==> src/rtl/dmem_bridge.sv <==
// Bridge from the load/store pipeline D-mem port to the doubleword-aligned external data bus.
// Latency: 4 cycles minimum accept-to-accept (bus request +1, bus completion +2, dm response +3).
// Backpressure: one request outstanding; dm_req_ready low until the response pulse has gone; bus_valid held until bus_ready.
module dmem_bridge #(
   parameter int TIMEOUT_CYCLES = 255,
   parameter int CNT_W          = 8
) (
   input  logic        clk,
   input  logic        rst,
   input  logic [63:0] dm_req_addr,
   input  logic [63:0] dm_req_wdata,
   input  logic [7:0]  dm_req_wmask,
   input  logic        dm_req_wen,
   input  logic        dm_req_valid,
   output logic        dm_req_ready,
   output logic [63:0] dm_resp_rdata,
   output logic        dm_resp_valid,
   output logic [63:0] bus_addr,
   output logic [63:0] bus_wdata,
   output logic [7:0]  bus_wmask,
   output logic        bus_wen,
   output logic        bus_valid,
   input  logic        bus_ready,
   input  logic [63:0] bus_rdata,
   input  logic        bus_rvalid,
   output logic        bus_timeout
);

   typedef enum logic [1:0] {IDLE, BUS_REQ, WAIT_RESP, RESP} state_t;

   // Counter value seen on the last permitted WAIT_RESP cycle.
   localparam logic [CNT_W-1:0] CNT_LAST = CNT_W'(TIMEOUT_CYCLES - 1);

   state_t            state;
   state_t            state_nxt;
   logic [63:0]       addr_q;
   logic [CNT_W-1:0]  cnt;
   logic              accept;
   logic              bus_accept;
   logic              rsp_hit;
   logic              tmo_hit;

   // Full byte address is kept; the bus only ever sees the doubleword base.
   assign bus_addr = addr_q & ~64'h7;

   // State register; reset abandons any transaction in flight.
   always_ff @(posedge clk) begin
      if (rst) state <= IDLE;
      else     state <= state_nxt;
   end

   // Next-state and handshake decode.
   always_comb begin
      state_nxt     = state;
      dm_req_ready  = 1'b0;
      dm_resp_valid = 1'b0;
      bus_valid     = 1'b0;
      bus_timeout   = 1'b0;
      accept        = 1'b0;
      bus_accept    = 1'b0;
      rsp_hit       = 1'b0;
      tmo_hit       = 1'b0;
      case (state)
         IDLE: begin
            dm_req_ready = !rst;
            if (dm_req_valid && !rst) begin
               accept    = 1'b1;
               state_nxt = BUS_REQ;
            end
         end
         BUS_REQ: begin
            bus_valid = 1'b1;
            if (bus_ready) begin
               bus_accept = 1'b1;
               state_nxt  = WAIT_RESP;
            end
         end
         WAIT_RESP: begin
            // A real completion wins over a timeout landing in the same cycle.
            if (bus_rvalid) begin
               rsp_hit   = 1'b1;
               state_nxt = RESP;
            end else if (cnt == CNT_LAST) begin
               tmo_hit     = 1'b1;
               bus_timeout = !rst;
               state_nxt   = RESP;
            end
         end
         RESP: begin
            dm_resp_valid = 1'b1;
            state_nxt     = IDLE;
         end
         default: state_nxt = IDLE;
      endcase
   end

   // Request latch, timeout counter and registered response data.
   always_ff @(posedge clk) begin
      if (rst) begin
         addr_q        <= '0;
         bus_wdata     <= '0;
         bus_wmask     <= '0;
         bus_wen       <= 1'b0;
         cnt           <= '0;
         dm_resp_rdata <= '0;
      end else begin
         if (accept) begin
            addr_q    <= dm_req_addr;
            bus_wdata <= dm_req_wdata;
            bus_wmask <= dm_req_wen ? dm_req_wmask : 8'h00;
            bus_wen   <= dm_req_wen;
         end
         if (bus_accept)
            cnt <= '0;
         else if (state == WAIT_RESP)
            cnt <= cnt + CNT_W'(1);
         if (rsp_hit)
            dm_resp_rdata <= bus_wen ? 64'h0 : bus_rdata;
         else if (tmo_hit)
            dm_resp_rdata <= 64'h0;
      end
   end

endmodule

==> config.mk <==
export PLATFORM = sky130hd
export DESIGN_NAME = dmem_bridge
export DESIGN_NICKNAME = d
export VERILOG_FILES = /design/src/rtl/dmem_bridge.sv
export SDC_FILE = /design/constraint.sdc
export NUM_CORES = 1
export LEC_CHECK = 0
export CAP_MARGIN = 20
export CORE_AREA = 4 4 158 160
export CTS_CLUSTER_SIZE = 30
export DETAILED_ROUTE_END_ITERATION = 16
export DIE_AREA = 0 0 162 164
export GPL_TIMING_DRIVEN = 0
export PLACE_DENSITY = 0.79
export SYNTH_ARGS = -nofsm -noshare
export SYNTH_HDL_FRONTEND = slang
export SYNTH_SLANG_ARGS = --single-unit
==> constraint.sdc <==
create_clock -name clk -period 2.35 [get_ports clk]
set_clock_uncertainty 0.05 [all_clocks]
set_input_delay 0.235 -clock clk [delete_from_list [all_inputs] [get_ports clk]]
set_output_delay 0.235 -clock clk [all_outputs]
set_load 0.01 [all_outputs]
==> results.cfg <==
[critical_path]
crit_path_start = state[0]$_SDFFE_PP0P_
r2r_start = state[1]$_SDFFE_PP0P_
critical_path_class = reg -> out
worstSetupEndpointType = primary output
setup.worst_path.start_class = flop
crit_arrival_ns = 1.87
cp.required_ns = 2.07
path_max_fanout = 10

[floorplan]
die_area_mm2 = 0.0266
io_pins = 411
start_util_pct = 35.4
rows = 56
die_x_um = 162
die_h_um = 164
coreArea_mm2 = 0.0234

[clock_network]
postCtsHoldBufs = 0
cts_made_buffers = 24
cts_tree = done
post_cts_buffers = 0
clk_pin_slew_ns = 0.06
htree_levels = 1
clock-root-buffer = clkbuf_16
clk_path_buf_depth = 3
cts.sinks = 208
ctsResizeCount = 1
clk-insertion-delay-late_ns = 0.51

[layout]
nNetsFinal = 1437
drive_gt1_share_pct = 23.5
syn2layout_area_growth_pct = 64.0
utilization_pct = 58.1
fill_cells = 1978

[global_route]
grtUsageTotal_pct = 19.4
overflow = 0
grt_max_degree = 13
grt_pass1_vias = 7474
antenna_found_initial = 2
grt_pass1_wl_um = 41400

[timing]
hold_viol = 0
setup_tns_ns = 0
finalCritPeriodShare_pct = 91.7
timing.hold.ws_ns = 0.0634
layout_setup_ws_ns = 0.196
slew_headroom_pct = 51.6
max_freq_mhz = 464
maxSlewViolCount = 0
setup_viol = 0
finalWorstPathRequiredPeriod_ns = 2.15
rsz0062_at_grt = false
worstMarginPinSlew_ns = 0.726

[synthesis]
syn_inst = 794
netlist_area_mm2 = 0.00829
ys_seq_elements = 208
synth_cell_type_count = 38
synth_warnings = 0
seq_area_frac_synth_pct = 50.2
avgSynthCellArea_um2 = 10.4

[detailed_routing]
via_per_inst = 4.66
drtAntennaViolNets = 0
first_pass_iters = 4
wirelength_um = 27500
wl_per_cell_um = 17.6
num_vias = 7265
drt_iter0_drc = 357
remaining_drc_errors = 0

[worst_hold_path]
min_path_type = in -> reg
min_from = dm_req_wen

[status]
outcome = finished clean

[placed_design]
place_congestion = 0.819
portBuffers = 402
dp_slack_ns = 0.0462
hpwl_um = 21000

[pwr]
irDropWorstVdd_uv = 690
powerDensity_mw_per_mm2 = 914
p_leak_nw = 5.06

[run]
cap_violations = 0
-- area by class of cell --
cell class,count,area [µm²],share of cell area (%)
antenna,1,2.50,0.0184
buffer,63,539,3.97
clock buffer,32,702,5.17
clock inverter,9,170,1.25
inverter,4,15.0,0.111
multi-input combinational,521,3580,26.3
sequential,208,4160,30.6
tap,319,399,2.94
timing repair buffer,402,4020,29.6
-- routing by layer --
layer  vias up  GRT usage, %  share of wire (%)  routed length (µm)
met1      3392          22.2                 38               10500
met5         -             0              0.047                  13
li1       3539             -                  -                   -
met3        53          6.02                8.5                2350
met2       279          34.8                 50               13700
met4         2          6.04                3.3                 913
-- kinds of logic (layout without fill, tap and decap cells) --
logic type                 Yosys count  in the layout  share of synthesized area, %
AOI/OAI and AO/OA                  209            209                          20.2
and+or+nand+nor                    296            296                          21.1
muxes                                1              1                         0.121
xor gates and xnor gates             5              5                         0.529
adders and majority gates            7              7                          1.06
buffers and inverters               67            510                          6.69
DFF                                208            208                          50.2
other                                1              4                        0.0453
-- worst paths after layout --
path	end	slack, ns	cells past startpoint
worst max-delay path	bus_timeout	0.20	6
worst min-delay path	bus_wen$_SDFFE_PP0P_	0.06	3
worst max register to register	addr_q[21]$_SDFFE_PP0P_	0.36	10
worst min register to register	bus_wmask[2]$_SDFFE_PP0P_	0.40	2
-- critical path, stage by stage (launching register included) --
cell and delay, ns:
dfxtp_1 0.32, inv_1 0.13, ha_1 0.17, buf_4 0.17, inv_1 0.09, nor4b_1 0.29, clkbuf_2 0.20
-- per-stage QoR --
stage / total power (W) / area (µm²) / instances
after detailed placement: 0.00841 / 12700 / 1517
after floorplan: 0.00637 / 8290 / 796
final: 0.0124 / 13600 / 1559
after global routing: 0.0130 / 13600 / 1559
after global placement: 0.00834 / 12700 / 1517
after CTS: 0.0126 / 13600 / 1558
-- state kept, by name, indices dropped and copies added (netlist names) --
name and flops:
bus_wen 1, dm_resp_rdata 64, addr_q 61, cnt 8, state 2, bus_wmask 8, bus_wdata 64
-- Yosys cell counts --
cell | number | share of area (%)
ha_1 | 7 | 1.1
o21ai_2 | 100 | 11
or3_1 | 2 | 0.15
nor2b_4 | 1 | 0.17
nand2_1 | 38 | 1.7
a21oi_2 | 1 | 0.11
clkbuf_1 | 16 | 0.72
xor2_1 | 3 | 0.32
nor4b_2 | 1 | 0.18
o21ai_1 | 11 | 0.66
buf_6 | 9 | 1.2
nor3_1 | 1 | 0.060
nand2_2 | 100 | 7.5
nand3_1 | 11 | 0.66
mux2i_1 | 1 | 0.12
o21bai_1 | 1 | 0.091
a221oi_1 | 1 | 0.11
nor4b_1 | 1 | 0.11
xnor2_1 | 2 | 0.21
nand4_1 | 2 | 0.15
buf_4 | 5 | 0.45
a22o_1 | 64 | 6.8
a21oi_1 | 12 | 0.72
nor2_1 | 8 | 0.36
a211oi_1 | 1 | 0.091
clkbuf_2 | 11 | 0.66
nand4_2 | 1 | 0.15
dfxtp_1 | 208 | 50
conb_1 | 1 | 0.045
buf_12 | 11 | 2.7
nand2b_1 | 128 | 9.7
nor2b_1 | 1 | 0.076
and2_1 | 1 | 0.076
inv_1 | 4 | 0.18
buf_8 | 1 | 0.18
o21ai_0 | 17 | 1.0
buf_2 | 10 | 0.60
a21o_1 | 1 | 0.091
-- placed cells by master, fill, tap and decap left out, types with 12 or more instances in the layout --
master,Yosys,routed
clkbuf_1,16,18
clkbuf_16,0,25
clkbuf_2,11,12
o21ai_0,17,17
nand2b_1,128,128
nand2_1,38,38
a22o_1,64,64
o21ai_2,100,100
dfxtp_1,208,208
clkdlybuf4s50_1,0,401
a21oi_1,12,12
nand2_2,100,100
-- power by group --
group / total [W] / switching, W / internal (W)
sequential: 0.00450 / 0.000350 / 0.00415
clock: 0.00410 / 0.00148 / 0.00263
combinational: 0.00381 / 0.00175 / 0.00206
Note: power is estimated with default switching activity, not from simulation.
